<file path="src/rtl/fifo_arb_pkg.sv">
// fifo_arb_pkg
//   Shared types and width helpers for the fifo write-port arbiter.
//   - arb_state_t : arbiter FSM states (IDLE = round-robin, LOCK = burst owner held)
//   - idx_width() : width of a producer index, never below 1 bit
//   - cnt_width() : width of the burst beat counter, able to hold MAX_BURST
package fifo_arb_pkg;

   typedef enum logic {
      IDLE = 1'b0,
      LOCK = 1'b1
   } arb_state_t;

   function automatic int idx_width(input int n);
      return (n > 1) ? $clog2(n) : 1;
   endfunction

   function automatic int cnt_width(input int max_burst);
      return $clog2(max_burst + 1);
   endfunction

endpackage

</file>
<file path="src/rtl/fifo_wr_arbiter_rr_pick.sv">
// rr_pick
//   Combinational round-robin selector. Returns the first requester found when
//   scanning from i_start upward, wrapping past N-1 back to 0.
//   Ports:
//     i_req   [N-1:0]  request vector
//     i_start [IW-1:0] scan start index (must be < N)
//     o_found          at least one request present
//     o_idx   [IW-1:0] selected index (0 when o_found=0)
module rr_pick #(
   parameter int N  = 4,
   parameter int IW = 2
) (
   input  logic [N-1:0]  i_req,
   input  logic [IW-1:0] i_start,
   output logic          o_found,
   output logic [IW-1:0] o_idx
);

   logic [2*N-1:0] w_dbl;
   logic [2*N-1:0] w_mask;
   logic [2*N-1:0] w_cand;

   // The request vector is laid out twice; masking off the bits below i_start
   // in the lower copy leaves the upper copy to supply the wrapped-around part,
   // so a plain lowest-bit priority encoder yields round-robin order.
   assign w_dbl = {i_req, i_req};

   generate
      for (genvar gi = 0; gi < 2*N; gi++) begin : g_mask
         assign w_mask[gi] = (gi >= int'(i_start));
      end
   endgenerate

   assign w_cand = w_dbl & w_mask;

   // Scan from the top down so the lowest candidate bit wins.
   always_comb begin
      o_found = 1'b0;
      o_idx   = '0;
      for (int j = 2*N-1; j >= 0; j--) begin
         if (w_cand[j]) begin
            o_found = 1'b1;
            o_idx   = IW'((j >= N) ? (j - N) : j);
         end
      end
   end

endmodule

</file>
<file path="src/rtl/fifo_wr_arbiter.sv">
// fifo_wr_arbiter
//   Shares one fifo write port between N_REQ producers. Round-robin in IDLE;
//   a beat without 'last' locks the port to that producer for up to MAX_BURST
//   beats. Grants are combinational (zero latency) and never issued while the
//   fifo is full; a full fifo freezes all arbitration state.
//   Ports:
//     clk, rst_n                      clock, asynchronous active-low reset
//     i_req   [N_REQ-1:0]             per-producer beat valid
//     i_last  [N_REQ-1:0]             per-producer end-of-burst, qualified by i_req
//     i_data  [N_REQ*DW-1:0]          producer i data on [i*DW +: DW]
//     o_gnt   [N_REQ-1:0]             one-hot beat accept
//     i_fifo_full                     fifo full flag
//     o_fifo_wen                      fifo write enable (= |o_gnt)
//     o_fifo_wdata [DW-1:0]           granted producer data, 0 when idle
//     o_owner [IDXW-1:0]              current / most recently granted producer
//     o_busy                          high while a burst lock is held
module fifo_wr_arbiter
   import fifo_arb_pkg::*;
#(
   parameter  int N_REQ     = 4,
   parameter  int DW        = 8,
   parameter  int MAX_BURST = 4,
   localparam int IDXW      = idx_width(N_REQ)
) (
   input  logic                clk,
   input  logic                rst_n,
   input  logic [N_REQ-1:0]    i_req,
   input  logic [N_REQ-1:0]    i_last,
   input  logic [N_REQ*DW-1:0] i_data,
   output logic [N_REQ-1:0]    o_gnt,
   input  logic                i_fifo_full,
   output logic                o_fifo_wen,
   output logic [DW-1:0]       o_fifo_wdata,
   output logic [IDXW-1:0]     o_owner,
   output logic                o_busy
);

   localparam int CW = cnt_width(MAX_BURST);

   arb_state_t      r_state,    w_state_next;
   logic [IDXW-1:0] r_rr_ptr,   w_rr_ptr_next;
   logic [IDXW-1:0] r_owner,    w_owner_next;
   logic [CW-1:0]   r_beat_cnt, w_beat_cnt_next;

   logic            w_pick_found;
   logic [IDXW-1:0] w_pick_idx;
   logic [IDXW-1:0] w_sel_idx;
   logic            w_sel_req;
   logic            w_sel_last;
   logic            w_accept;
   logic            w_burst_end;
   logic [IDXW-1:0] w_ptr_after;
   logic [DW-1:0]   w_data_arr [N_REQ];

   rr_pick #(
      .N  (N_REQ),
      .IW (IDXW)
   ) u_rr_pick (
      .i_req   (i_req),
      .i_start (r_rr_ptr),
      .o_found (w_pick_found),
      .o_idx   (w_pick_idx)
   );

   generate
      for (genvar gi = 0; gi < N_REQ; gi++) begin : g_chan
         assign w_data_arr[gi] = i_data[gi*DW +: DW];
         assign o_gnt[gi]      = w_accept && (int'(w_sel_idx) == gi);
      end
   endgenerate

   // Candidate selection: round-robin winner in IDLE, only the owner in LOCK.
   // rst_n gates the accept so nothing is granted while reset is held.
   always_comb begin
      w_sel_idx = r_owner;
      w_sel_req = 1'b0;
      if (r_state == IDLE) begin
         w_sel_idx = w_pick_idx;
         w_sel_req = w_pick_found;
      end else begin
         w_sel_req = i_req[r_owner];
      end
      w_sel_last  = i_last[w_sel_idx];
      w_accept    = w_sel_req && !i_fifo_full && rst_n;
      w_burst_end = (int'(r_beat_cnt) + 1 == MAX_BURST);
      w_ptr_after = (int'(w_sel_idx) == N_REQ - 1) ? '0 : w_sel_idx + IDXW'(1);
   end

   assign o_fifo_wen   = |o_gnt;
   assign o_fifo_wdata = w_accept ? w_data_arr[w_sel_idx] : '0;
   assign o_owner      = r_owner;
   assign o_busy       = (r_state == LOCK);

   // Next-state logic. Without an accepted beat (no request, or fifo full)
   // every register holds, which is what freezes the arbiter on full.
   always_comb begin
      w_state_next    = r_state;
      w_rr_ptr_next   = r_rr_ptr;
      w_owner_next    = r_owner;
      w_beat_cnt_next = r_beat_cnt;
      if (w_accept) begin
         w_owner_next = w_sel_idx;
         case (r_state)
            IDLE: begin
               // A single-beat budget makes every beat behave as a last beat.
               if (w_sel_last || (MAX_BURST == 1)) begin
                  w_rr_ptr_next = w_ptr_after;
               end else begin
                  w_state_next    = LOCK;
                  w_beat_cnt_next = CW'(1);
               end
            end
            LOCK: begin
               if (w_sel_last || w_burst_end) begin
                  w_state_next    = IDLE;
                  w_rr_ptr_next   = w_ptr_after;
                  w_beat_cnt_next = '0;
               end else begin
                  w_beat_cnt_next = r_beat_cnt + CW'(1);
               end
            end
            default: w_state_next = IDLE;
         endcase
      end
   end

   always_ff @(posedge clk or negedge rst_n) begin
      if (!rst_n) begin
         r_state    <= IDLE;
         r_rr_ptr   <= '0;
         r_owner    <= '0;
         r_beat_cnt <= '0;
      end else begin
         r_state    <= w_state_next;
         r_rr_ptr   <= w_rr_ptr_next;
         r_owner    <= w_owner_next;
         r_beat_cnt <= w_beat_cnt_next;
      end
   end

`ifdef FORMAL
   a_gnt_onehot0: assert property (@(posedge clk) disable iff (!rst_n) $onehot0(o_gnt));
   a_no_wr_full:  assert property (@(posedge clk) disable iff (!rst_n) !(o_fifo_wen && i_fifo_full));
   a_cnt_bound:   assert property (@(posedge clk) disable iff (!rst_n) int'(r_beat_cnt) <= MAX_BURST);
   a_lock_owner:  assert property (@(posedge clk) disable iff (!rst_n)
                                   o_busy |-> ((o_gnt & ~(N_REQ'(1) << r_owner)) == '0));
`endif

endmodule

</file>
<file path="config.mk">
export PLATFORM = sky130hd
export DESIGN_NAME = fifo_wr_arbiter
export DESIGN_NICKNAME = d
export VERILOG_FILES = /design/src/rtl/fifo_arb_pkg.sv /design/src/rtl/fifo_wr_arbiter_rr_pick.sv /design/src/rtl/fifo_wr_arbiter.sv
export SDC_FILE = /design/constraint.sdc
export NUM_CORES = 1
export LEC_CHECK = 0
export CAP_MARGIN = 20
export CORE_MARGIN = 2
export CORE_UTILIZATION = 38
export CTS_CLUSTER_SIZE = 25
export DETAILED_ROUTE_END_ITERATION = 16
export GPL_TIMING_DRIVEN = 0
export PLACE_DENSITY = 0.81
export SLEW_MARGIN = 20
export SYNTH_ARGS = -nofsm -noshare
export SYNTH_HDL_FRONTEND = slang
export SYNTH_SLANG_ARGS = --single-unit
</file>
<file path="constraint.sdc">
create_clock -name clk -period 2.9 [get_ports clk]
set_clock_uncertainty 0.1 [all_clocks]
set_input_delay 0.29 -clock clk [delete_from_list [all_inputs] [get_ports clk]]
set_output_delay 0.29 -clock clk [all_outputs]
set_load 0.05 [all_outputs]
</file>
==> results_dict.tcl, run 1 <==
set metrics [dict create \
    period_share 0.976 \
    dp_hpwl_um 2670 \
    startpoint_type "flip-flop" \
    die-area_um2 3040 \
    slew-limit-headroom 0.578 \
    synth_top_area_share 0.202 \
    yosysSeqAreaShare 0.202 \
    end_kind "primary output" \
    clk_pin_slew_ns 0.05 \
    track_usage 0.240 \
    hp-class "reg2reg" \
    vias_per_cell 5.85 \
    totalWireLength_um 3350 \
    numCtsBuffers 3 \
    cts_tree "yes" \
    diodes 0 \
    ios 59 \
    gr-total-overflow 0 \
    power.density_nw_per_um2 891 \
    synth.area.top_cells "dfrtp_1 20%, a211oi_1 12%, mux2i_1 11%" \
    rsz0062_at_grt "true" \
    tightestPinTransition_ns 0.629 \
    avgRoutedWirePerCell_um 15.8 \
    synth_edf_count 0 \
    cp_data_required_time_ns 2.51 \
    drc 0 \
    fin_nets 233 \
    syn_nets 164 \
    layout-drive-gt1-share 0.209 \
    ys_ff_latch 8 \
    yosysWarningCount 0 \
    max-vdd-ir-drop_uv 707 \
    die_h_um 55.1 \
    cts_sinks 8 \
    async_reset_ff_frac 1.00 \
    clock_path_buffers 2 \
    post_synth_num_cell_types 38 \
    yosysMostFrequentCell "a211oi_1" \
    slew_viol_final 0 \
    cap_violations 0 \
    cp_max_fo 10 \
    drt_pass1_iterations 6 \
    gp_congestion 0.850 \
    postSynthCellCount 115 \
    grt_pass1_vias 1183 \
    htree_levels 1 \
    placed_cell_area_um2 1610 \
    hold_viol 0 \
    drt_iter0_drc 48 \
    start_util 0.401 \
    netlist.top_cell.by_area "dfrtp_1" \
    setup_viol 0 \
    fmax_ghz 0.353 \
    fillerInstances 216 \
    core_um2 2480 \
    grt_pass1_wl_um 5210 \
    cts_root_buf "clkbuf_4" \
    die_w_um 55.1 \
    syn_to_final_growth_pct 72.1 \
    syn-cell-area_um2 992 \
    ant_nets 0 \
    worst_skew_pair.late_latency_ns 0.26 \
    path_class "reg2out" \
    portBuffers 58 \
    status "finished clean" \
    ys.flop_type "dfrtp_1" \
    postLayoutCellArea_um2 1710 \
    dr_total_vias 1240 \
    crit_arrival_ns 2.44 \
    p_leak_uw 0.000737 \
    antenna_found_initial 0 \
    grt_max_degree 12 \
    rows 18 \
    synthTopCellsByCount "16 x a211oi_1, 11 x mux2i_1, 8 x and3_1, 8 x dfrtp_1, 7 x nand2_1" \
    min_period_ns 2.83 \
    hold_slack_ns 0.477 \
    synth_area_per_cell_um2 8.63 \
]
## where the power goes
group | internal [µW] | total [µW] | switching (µW)
clock | 47.4 | 86.1 | 38.7
combinational | 530 | 1230 | 696
sequential | 155 | 209 | 54.4
## state kept, by name, summed over array words and instances, names as in the netlist
| name | cells |
|---|---|
| r_rr_ptr | 2 |
| o_busy | 1 |
| r_beat_cnt | 3 |
| o_owner | 2 |
## per-layer routing
| layer | wire length [µm] | share of wire | track usage | vias up |
|---|---|---|---|---|
| met5 | 0 | 0 | 0 | - |
| met2 | 1670 | 0.50 | 0.444 | 61 |
| met3 | 331 | 0.099 | 0.0430 | 6 |
| met1 | 1290 | 0.39 | 0.267 | 586 |
| li1 | - | - | - | 587 |
| met4 | 46 | 0.014 | 0.0976 | 0 |
## area by class of cell
| type | count | area (µm²) | area share |
|---|---|---|---|
| Multi-Input combinational cell | 96 | 763 | 0.447 |
| Timing Repair Buffer | 65 | 632 | 0.370 |
| Sequential cell | 8 | 200 | 0.117 |
| Tap cell | 30 | 37.5 | 0.0220 |
| Buffer | 4 | 27.5 | 0.0161 |
| Inverter | 6 | 25.0 | 0.0147 |
| Clock buffer | 3 | 22.5 | 0.0132 |
## layout by cell type, fill, tap and decap left out, drive strengths merged, types with 2 or more instances in the layout
cell and instances:
clkbuf 5, nand2 7, a31oi 2, mux2i 11, ha 6, buf 17, clkdlybuf4s50 40, and3 8
and2 2, nor4 2, mux2 2, nand3 6, nand2b 2, nor2b 5, o31ai 2, dlygate4sd2 4
dfrtp 8, a21boi 2, inv 6, o21ai 6, clkdlybuf4s15 3, o31a 2, a211o 2, a211oi 17
nor2 3
## logic make-up (layout without fill, tap and decap cells)
group | Yosys count | in the layout | share of synthesized area
fa+ha+maj | 6 | 6 | 0.0757
mux | 14 | 14 | 0.164
buf+inv | 11 | 78 | 0.0454
flops | 8 | 8 | 0.202
simple gates | 37 | 37 | 0.211
compound gates | 39 | 39 | 0.303
## metrics by stage
stage               power [µW]  instances  setup TNS (ns)  worst slack (ns)  utilization
finish                    1520        212               0            0.0700        0.689
global route              1630        212         -0.0733           -0.0680        0.689
CTS                       1390        207               0           0.00612        0.659
detailed placement        1280        203           -9.21            -0.995        0.650
global placement          1230        203           -8.57            -0.887        0.650
floorplan                  950        115           -4.00            -0.464            -
## timing repair
item | CTS | global route
pin swaps | 1 | 2
setup buffers | 1 | 5
gates cloned | 0 | 0
endpoints found under the hold margin | 8 | 0
endpoints found under the setup margin | 13 | 13
gates resized for setup | 82 | 5
hold buffers | 1 | 0
## critical path, cell delays in order, from the launching register on
cell and delay [ns]:
dfrtp_1 0.42, mux4_1 0.35, or3b_1 0.37, o31a_1 0.17, buf_2 0.21, buf_4 0.19, a211oi_1 0.16, buf_2 0.30
## worst paths after layout
check,from,to,slack [ns],depth (start not counted)
min in group asynchronous,rst_n,r_beat_cnt[0]$_DFFE_PN0P_,0.52,2
hold / removal,o_owner[0]$_DFFE_PN0P_,o_owner[0]$_DFFE_PN0P_,0.48,2
setup reg to reg,o_owner[1]$_DFFE_PN0P_,r_rr_ptr[1]$_DFFE_PN0P_,0.52,6
hold reg to reg,o_owner[0]$_DFFE_PN0P_,o_owner[0]$_DFFE_PN0P_,0.48,2
max in group asynchronous,rst_n,o_owner[0]$_DFFE_PN0P_,1.90,2
setup / recovery,o_owner[1]$_DFFE_PN0P_,o_fifo_wdata[4],0.07,7
No activity file was read; power rests on OpenSTA's default activity.
==> run 2, diff against run 1 <==
--- a/config.mk
+++ b/config.mk
@@ -8,10 +8,12 @@
 export CAP_MARGIN = 20
 export CORE_MARGIN = 2
 export CORE_UTILIZATION = 38
+export CTS_CLUSTER_DIAMETER = 120
 export CTS_CLUSTER_SIZE = 25
 export DETAILED_ROUTE_END_ITERATION = 16
 export GPL_TIMING_DRIVEN = 0
 export PLACE_DENSITY = 0.81
+export SKIP_CTS_REPAIR_TIMING = 1
 export SLEW_MARGIN = 20
 export SYNTH_ARGS = -nofsm -noshare
 export SYNTH_HDL_FRONTEND = slang
==> run 2 against run 1 <==
Compared with the run above:
- power decreased by 4.4%
- largest cell class unchanged
- clock power about the same
- wire length fell by 2.2%
- combinational power decreased by 6%
- register-to-register slack about the same
==> results_dict.tcl, run 2 (synthesis results as in run 1) <==
set metrics [dict create \
    final_cell_mix "40 x clkdlybuf4s50_1, 15 x a211oi_1, 11 x mux2i_1" \
    die_w_um 55.1 \
    tightestPinTransition_ns 0.636 \
    cp_data_required_time_ns 2.51 \
    period_share 0.987 \
    worst_skew_pair.late_latency_ns 0.26 \
    antenna_found_initial 0 \
    drc 0 \
    drt_iter0_drc 21 \
    max_stage_delay_ns 0.42 \
    top_register "r_beat_cnt" \
    grt_pass1_wl_um 5160 \
    top_layer "met4" \
    min_period_ns 2.86 \
    power.density_nw_per_um2 866 \
    portBuffers 58 \
    hold_slack_ns 0.413 \
    hold_viol 0 \
    worst-path-buf-inv 3 \
    numCtsBuffers 3 \
    gr-total-overflow 0 \
    rows 18 \
    setup_viol 0 \
    cts_tree "yes" \
    power_uw 1450 \
    dp_hpwl_um 2670 \
    dr_wl_met3_um 350 \
    die_h_um 55.1 \
    cp_max_fo 10 \
    final_common_cell "clkdlybuf4s50_1" \
    fillerInstances 219 \
    gp_congestion 0.850 \
    status "finished clean" \
    syn_to_final_growth_pct 69.4 \
    m1WireLength_um 1240 \
    fin_nets 231 \
    diodes 0 \
    layout-drive-gt1-share 0.194 \
    totalWireLength_um 3270 \
    rsz0062_at_grt "true" \
    met2_length_um 1650 \
    drt_pass1_iterations 6 \
    ios 59 \
    fmax_ghz 0.349 \
    grt_max_degree 12 \
    max-vdd-ir-drop_uv 507 \
    finalSetupTns_ns 0 \
    hp-class "in2async" \
    cts_sinks 8 \
    crit_slowest_cell "dfrtp_1" \
    largest_reg_flops 3 \
    ant_nets 0 \
    track_usage 0.238 \
    path_class "reg2out" \
    grt_pass1_vias 1182 \
    p_leak_uw 0.000770 \
    end_kind "primary output" \
    crit_family "buffers and inverters" \
    crit_arrival_ns 2.47 \
    start_util 0.401 \
    vias_per_cell 5.93 \
    die-area_um2 3040 \
    startpoint_type "flip-flop" \
    avgRoutedWirePerCell_um 15.6 \
    clk_pin_slew_ns 0.06 \
    crit_chain "mux4_1, or3b_1, o31a_1, buf_2, clkbuf_4, a211oi_1, clkbuf_2" \
    clock_path_buffers 2 \
    cts_root_buf "clkbuf_4" \
    cap_violations 0 \
    dr_total_vias 1246 \
    slew-limit-headroom 0.573 \
    slew_viol_final 0 \
    htree_levels 1 \
    core_um2 2480 \
]
-- run 2: cell count changes in the layout (fill, tap and decap cells not counted), moves of 3 or more --
cell | previous run | this run
buf_2 | 4 | 1
buf_4 | 11 | 8
clkbuf_2 | 0 | 4
clkbuf_4 | 5 | 9
clkdlybuf4s15_2 | 3 | 0
dlygate4sd2_1 | 4 | 0
dlymetal6s2s_1 | 1 | 6
-- run 2: cell type report --
cell class | instances | area, µm² | share of cell area
Multi-Input combinational cell | 96 | 758 | 0.451
Inverter | 6 | 25.0 | 0.0149
Clock buffer | 3 | 22.5 | 0.0134
Timing Repair Buffer | 63 | 608 | 0.362
Sequential cell | 8 | 201 | 0.120
Buffer | 4 | 27.5 | 0.0164
Tap cell | 30 | 37.5 | 0.0223
-- run 2: per-layer routing --
| metal | GRT usage | up-vias |
|---|---|---|
| met5 | 0 | - |
| met1 | 0.261 | 587 |
| met4 | 0.102 | 0 |
| li1 | - | 581 |
| met2 | 0.438 | 74 |
| met3 | 0.0511 | 4 |
-- run 2: through the flow --
| stage | area [µm²] | setup WS (ns) | instances | utilization |
|---|---|---|---|---|
| 2_1_floorplan | 992 | -0.464 | 115 | - |
| 3_3_place_gp | 1610 | -0.887 | 203 | 0.650 |
| 3_5_place_dp | 1610 | -0.995 | 203 | 0.650 |
| 4_1_cts | 1630 | -1.00 | 206 | 0.659 |
| 5_1_grt | 1680 | -0.0321 | 210 | 0.678 |
| 6_report | 1680 | 0.0385 | 210 | 0.678 |
-- run 2: power by group --
part / leakage, µW / internal [µW] / total [µW] / switching [µW]
Clock: 0.0000138 / 47.4 / 86.2 / 38.8
Sequential: 0.0000926 / 156 / 210 / 53.7
Combinational: 0.000664 / 479 / 1160 / 680
Total: 0.000770 / 682 / 1450 / 773
-- run 2: worst reg2reg max path, cell delays in order (launching register included) --
cell,delay [ns]
dfrtp_1,0.41
mux4_1,0.57
or3b_1,0.20
o31a_1,0.23
inv_1,0.11
a31oi_1,0.30
mux2_4,0.33
-- run 2: path summary, 6_finish.rpt --
kind                       slack, ns                 startpoint                   endpoint  cells after the start
max in group asynchronous       1.99                      rst_n    r_rr_ptr[1]$_DFFE_PN0P_                      2
min reg2reg                     0.47  r_beat_cnt[1]$_DFFE_PN0P_  r_beat_cnt[1]$_DFFE_PN0P_                      2
min in group clk                0.47  r_beat_cnt[1]$_DFFE_PN0P_  r_beat_cnt[1]$_DFFE_PN0P_                      2
min                             0.41                      rst_n  r_beat_cnt[0]$_DFFE_PN0P_                      2
max                             0.04     o_owner[1]$_DFFE_PN0P_            o_fifo_wdata[0]                      7
max reg2reg                     0.53     o_owner[1]$_DFFE_PN0P_    r_rr_ptr[1]$_DFFE_PN0P_                      6
